<file path="config.mk">
export PLATFORM = sky130hd
export DESIGN_NAME = gray_up_dn_counter_flat
export DESIGN_NICKNAME = d
export VERILOG_FILES = /design/src/rtl/gray_up_dn_counter_if.sv /design/src/rtl/gray_up_dn_counter.sv /design/src/flat_wrapper.sv
export SDC_FILE = /design/constraint.sdc
export NUM_CORES = 1
export LEC_CHECK = 0
export BUFFER_PORTS_ARGS = -buffer_cell sky130_fd_sc_hd__buf_4
export CAP_MARGIN = 25
export CORE_MARGIN = 2
export CORE_UTILIZATION = 40
export CTS_CLUSTER_DIAMETER = 100
export CTS_CLUSTER_SIZE = 25
export DETAILED_ROUTE_END_ITERATION = 10
export PLACE_DENSITY_LB_ADDON = 0.05
export SYNTH_ARGS = -nofsm -noshare
export SYNTH_HDL_FRONTEND = slang
export SYNTH_SLANG_ARGS = --single-unit
</file>
<file path="constraint.sdc">
create_clock -name clk -period 1.9 [get_ports clk]
set_clock_uncertainty 0.15 [all_clocks]
set_input_delay 0.285 -clock clk [delete_from_list [all_inputs] [get_ports clk]]
set_output_delay 0.285 -clock clk [all_outputs]
set_load 0.01 [all_outputs]
</file>
<file path="src/rtl/gray_up_dn_counter_if.sv">
// Control and status bundle for gray_up_dn_counter.
//
// Signals
//   en        count enable, one step per clock while high
//   up_dn     direction: 1 = increment, 0 = decrement
//   load      parallel load strobe (takes priority over en)
//   load_val  binary value to load
//   gray_out  registered Gray code of the internal count
//   tc        terminal count for the current (live) direction
//   upd       one-cycle pulse: gray_out changed on the previous edge
//
// Modports
//   master  drives the controls and observes the status (user side)
//   slave   the counter itself
interface gray_up_dn_counter_if #(
  parameter int unsigned WIDTH = 4
);
  logic             en;
  logic             up_dn;
  logic             load;
  logic [WIDTH-1:0] load_val;
  logic [WIDTH-1:0] gray_out;
  logic             tc;
  logic             upd;

  modport master (
    output en,
    output up_dn,
    output load,
    output load_val,
    input  gray_out,
    input  tc,
    input  upd
  );

  modport slave (
    input  en,
    input  up_dn,
    input  load,
    input  load_val,
    output gray_out,
    output tc,
    output upd
  );
endinterface

</file>
<file path="src/rtl/gray_up_dn_counter.sv">
// Up/down counter held in binary and presented as registered Gray code. It feeds a downstream
// Gray-to-binary converter, so every count step changes exactly one gray_out bit (wrap included).
// Loads may change several bits at once.
//
// Ports
//   clk    rising-edge clock
//   rst_n  synchronous active-low reset (cnt, gray_out and upd cleared)
//   bus    gray_up_dn_counter_if.slave: en, up_dn, load, load_val in; gray_out, tc, upd out
//
// Edge priority: reset > load > en. With en low and load low the count holds.
// tc is combinational from the registered count and the live up_dn input.
//
// Build option
//   GRAY_CNT_SAT_EN  when defined, stepping saturates at the top (up) and at zero (down)
//                    instead of wrapping; loads are unaffected.
module gray_up_dn_counter #(
  parameter int unsigned WIDTH = 4
) (
  input  logic                    clk,
  input  logic                    rst_n,
  gray_up_dn_counter_if.slave     bus
);

  localparam logic [WIDTH-1:0] MaxCnt  = {WIDTH{1'b1}};
  localparam logic [WIDTH-1:0] ZeroCnt = {WIDTH{1'b0}};
  localparam logic [WIDTH-1:0] OneCnt  = {{(WIDTH-1){1'b0}}, 1'b1};

  logic [WIDTH-1:0] cnt_q, cnt_d;
  logic [WIDTH-1:0] gray_q, gray_d;
  logic             upd_q, upd_d;

  // Next binary count.
  always_comb begin
    cnt_d = cnt_q;
    if (bus.load) begin
      cnt_d = bus.load_val;
    end else if (bus.en) begin
      if (bus.up_dn) begin
`ifdef GRAY_CNT_SAT_EN
        if (cnt_q != MaxCnt) cnt_d = cnt_q + OneCnt;
`else
        cnt_d = cnt_q + OneCnt;
`endif
      end else begin
`ifdef GRAY_CNT_SAT_EN
        if (cnt_q != ZeroCnt) cnt_d = cnt_q - OneCnt;
`else
        cnt_d = cnt_q - OneCnt;
`endif
      end
    end
  end

  // Gray code is taken from the next count so it registers on the same edge as cnt (no lag).
  always_comb begin
    gray_d = cnt_d ^ (cnt_d >> 1);
    upd_d  = (gray_d != gray_q);
  end

  always_ff @(posedge clk) begin
    if (!rst_n) begin
      cnt_q  <= ZeroCnt;
      gray_q <= ZeroCnt;
      upd_q  <= 1'b0;
    end else begin
      cnt_q  <= cnt_d;
      gray_q <= gray_d;
      upd_q  <= upd_d;
    end
  end

  assign bus.gray_out = gray_q;
  assign bus.upd      = upd_q;
  assign bus.tc       = bus.up_dn ? (cnt_q == MaxCnt) : (cnt_q == ZeroCnt);

endmodule
</file>
<file path="src/flat_wrapper.sv">
// flat-port wrapper written by rule: the top's interface ports become plain ports
module gray_up_dn_counter_flat 
#(
  parameter int unsigned WIDTH = 4
)
  (clk, rst_n, bus_en, bus_up_dn, bus_load, bus_load_val, bus_gray_out, bus_tc, bus_upd);
  gray_up_dn_counter_if #(.WIDTH(WIDTH)) bus_i ();
  input  logic clk;
  input  logic rst_n;
  input wire logic [$bits(bus_i.en)-1:0] bus_en;
  input wire logic [$bits(bus_i.up_dn)-1:0] bus_up_dn;
  input wire logic [$bits(bus_i.load)-1:0] bus_load;
  input wire logic [$bits(bus_i.load_val)-1:0] bus_load_val;
  output wire logic [$bits(bus_i.gray_out)-1:0] bus_gray_out;
  output wire logic [$bits(bus_i.tc)-1:0] bus_tc;
  output wire logic [$bits(bus_i.upd)-1:0] bus_upd;
  assign bus_i.en = bus_en;
  assign bus_i.up_dn = bus_up_dn;
  assign bus_i.load = bus_load;
  assign bus_i.load_val = bus_load_val;
  assign bus_gray_out = bus_i.gray_out;
  assign bus_tc = bus_i.tc;
  assign bus_upd = bus_i.upd;
  gray_up_dn_counter #(.WIDTH(WIDTH)) u_core (.clk(clk), .rst_n(rst_n), .bus(bus_i));
endmodule
</file>
==> flow_metrics.py <==
metrics = {
    "placement": {
        "place.gp.congestion": 0.7082,
        "postPlaceCellArea_um2": 798.3,
        "dpl.hpwl_mm": 1.018,
        "io_buffers": 14,
    },
    "yosys": {
        "synthDominantCellAreaShare": 0.2485,
        "muxShareOfSynthArea": 0.09126,
        "synth.avg_cell_area_um2": 9.617,
        "ys_types": 34,
        "synth_most_common_cell": "dfxtp_1",
        "async_reset_ff_frac": 0,
        "synth_compound_area_frac": 0.1806,
        "synth_common_cells": "dfxtp_1 (8), nor2_1 (7), xnor2_1 (6), nand3_1 (4)",
        "synth_xor_area_frac": 0.1223,
        "synthTopCellsByArea": "dfxtp_1 (25%), xnor2_1 (8.2%), a221oi_4 (4.1%), nor2_1 (4.1%), xor2_1 (4.1%)",
        "netlist_instances": 67,
        "synth_flop_cell": "dfxtp_1",
        "synth-edff-count": 0,
        "ys_warn_count": 0,
        "syn-cell-area_um2": 644.4,
        "ys_seq_area_frac": 0.2485,
        "synth_seq_cells": 8,
        "yosys.area_share.adder": 0.06990,
        "syn-num-nets": 79,
        "yosysTopAreaCell": "dfxtp_1",
        "synth_top_family_by_area": "simple AND/OR/NAND/NOR gates",
        "synth-simple-area-share": 0.2117,
    },
    "final_layout": {
        "syn2layout_area_growth_pct": 33.98,
        "final_cell_area_um2": 863.3,
        "register_area_um2": 165.2,
        "drive_above_1_share": 0.4778,
        "final_nets": 104,
        "nFillCells": 138,
        "antenna_cells": 0,
        "multi_input_area_um2": 449.2,
    },
    "floorplan": {
        "row_count": 14,
        "dieArea_um2": 1948,
        "die_w_um": 44.14,
        "core-area_um2": 1506,
        "ios": 15,
        "start_util": 0.4277,
        "die_h_um": 44.14,
    },
    "clock_tree": {
        "cts_tree": "done",
        "cts_root_buf": "clkbuf_4",
        "cts_sinks": 8,
        "insertion_delay_ns": 0.27,
        "cts_buffers": 3,
        "clockBufferDepth": 2,
        "clkSlewWorstSetupHoldPaths_ns": 0.06,
        "cts_htree_levels": 1,
    },
    "power_and_ir_drop": {
        "p_sw_w": 0.0001959,
        "switching_share": 0.3246,
        "vdd_drop_max_mv": 0.4778,
        "cellInternalPower_w": 0.0004077,
        "p_seq_frac": 0.336,
        "finalPower_w": 0.0006036,
        "pwr-share-comb": 0.430,
        "power_frac_clock": 0.234,
        "leakagePower_nw": 0.3971,
        "power_density_nw_per_um2": 699.2,
    },
    "timing": {
        "min_period_ns": 1.896,
        "rsz0062_at_grt": "true",
        "fmax_mhz": 527.3,
        "slew-limit-headroom": 0.8336,
        "finalSetupViolCount": 0,
        "drv_slew": 0,
        "post-route-period-util": 0.9981,
        "hold_violations": 0,
        "whs_ns": 0.2031,
        "tightest_slew_ns": 0.2478,
    },
    "status": {
        "status": "completed",
    },
    "grt": {
        "grt_antenna_before_repair": 0,
        "grt_max_degree": 13,
        "grt_pass1_wl_mm": 2.180,
        "first_global_vias": 470,
        "grt_use_total": 0.1671,
        "grt_overflow": 0,
    },
    "critical_path": {
        "cp_data_required_time_ns": 1.90,
        "cp_max_fo": 4,
        "crit_path_end_kind": "register",
        "critical_path_class": "reg -> reg",
        "crit_arrival_ns": 1.89,
        "r2r_setup_slack_ns": 0.004,
        "start_kind": "register",
    },
    "routing": {
        "drt_first_iter_violations": 8,
        "vias_per_cell": 5.179,
        "ant_nets": 0,
        "post-route-drc-count": 0,
        "vias": 549,
        "drt_wl_total_mm": 1.359,
        "wl_per_cell_um": 12.82,
        "dr.pass1.iters": 4,
    },
    "worst_hold_path": {
        "hp-class": "in -> reg",
    },
    "flow_run": {
        "cap_violations": 0,
    },
}
## worst paths after layout
check / from / cells after the start / to
setup reg to reg: u_core.cnt_q[1] / 6 / u_core.bus.upd
hold reg to reg: u_core.bus.gray_out[3] / 4 / u_core.bus.gray_out[3]
hold / removal: rst_n / 3 / u_core.cnt_q[1]
setup / recovery: u_core.cnt_q[1] / 6 / u_core.bus.upd
## cell families after synthesis
family | count (synthesis)
flops | 8
xor+xnor | 9
buf+inv | 7
fa+ha+maj | 3
compound gates | 14
simple gates | 22
mux | 4
## registers in the layout, summed over array words and instances (netlist names)
signal / count
u_core.bus.upd: 1
u_core.bus.gray_out: 4
u_core.cnt_q: 3
## critical path: stages (launching register included)
cell,delay [ns]
dfxtp_4,0.36
fa_2,0.44
mux2_4,0.28
mux2i_4,0.20
nand3_1,0.11
mux2i_1,0.14
a31oi_1,0.10
## per-stage QoR
stage	util	instances	setup slack, ns	setup TNS, ns
3_5_place_dp	0.5299	101	-0.1885	-0.6085
5_1_grt	0.5731	106	-0.08780	-0.1692
4_1_cts	0.5606	104	-0.0004536	-0.0004536
2_1_floorplan	-	67	-0.06818	-0.06818
6_report	0.5731	106	0.003608	0
3_3_place_gp	0.5299	101	-0.1742	-0.5275
## timing repair
| action | CTS | global route |
|---|---|---|
| resized for setup | 8 | 1 |
| setup buffers | 0 | 2 |
| hold buffers | 0 | 0 |
| pin swaps | 6 | 1 |
| setup endpoints to repair | 5 | 5 |
## placed cells by master (no fill, tap or decap), types with 2 or more instances in the layout
cell	instances
nand2_1	2
mux2_4	2
dfxtp_1	6
ha_1	2
buf_4	21
clkbuf_4	3
xnor2_1	6
a21o_1	3
and3_1	2
xor2_1	2
a31oi_1	2
a21oi_1	2
buf_6	3
nand3_1	4
nor2_1	7
## per-layer routing
layer  global-route usage  wire length [µm]  up-vias
li1                     -                 -      284
met1               0.2183               639      246
met2               0.2294               601       14
met3              0.03673                68        5
met4               0.1455                50        0
met5                    0                 0        -
## cell type report
class	instances	area share
multi-input combinational	52	0.5203
timing repair buffer	24	0.2217
sequential	8	0.1913
clock buffer	3	0.02609
tap	16	0.02319
inverter	3	0.01739
## power by group through the flow
| stage | Sequential, W | Clock, W | Combinational [W] |
|---|---|---|---|
| 3_5_place_dp | 0.000206 | 0 | 0.000239 |
| 3_3_place_gp | 0.000207 | 0 | 0.000237 |
| 5_1_grt | 0.000206 | 0.000150 | 0.000283 |
| 6_report | 0.000203 | 0.000141 | 0.000259 |
| 2_1_floorplan | 0.000212 | 0 | 0.000153 |
| 4_1_cts | 0.000203 | 0.000145 | 0.000252 |
Power figures use the tool's default switching activity.
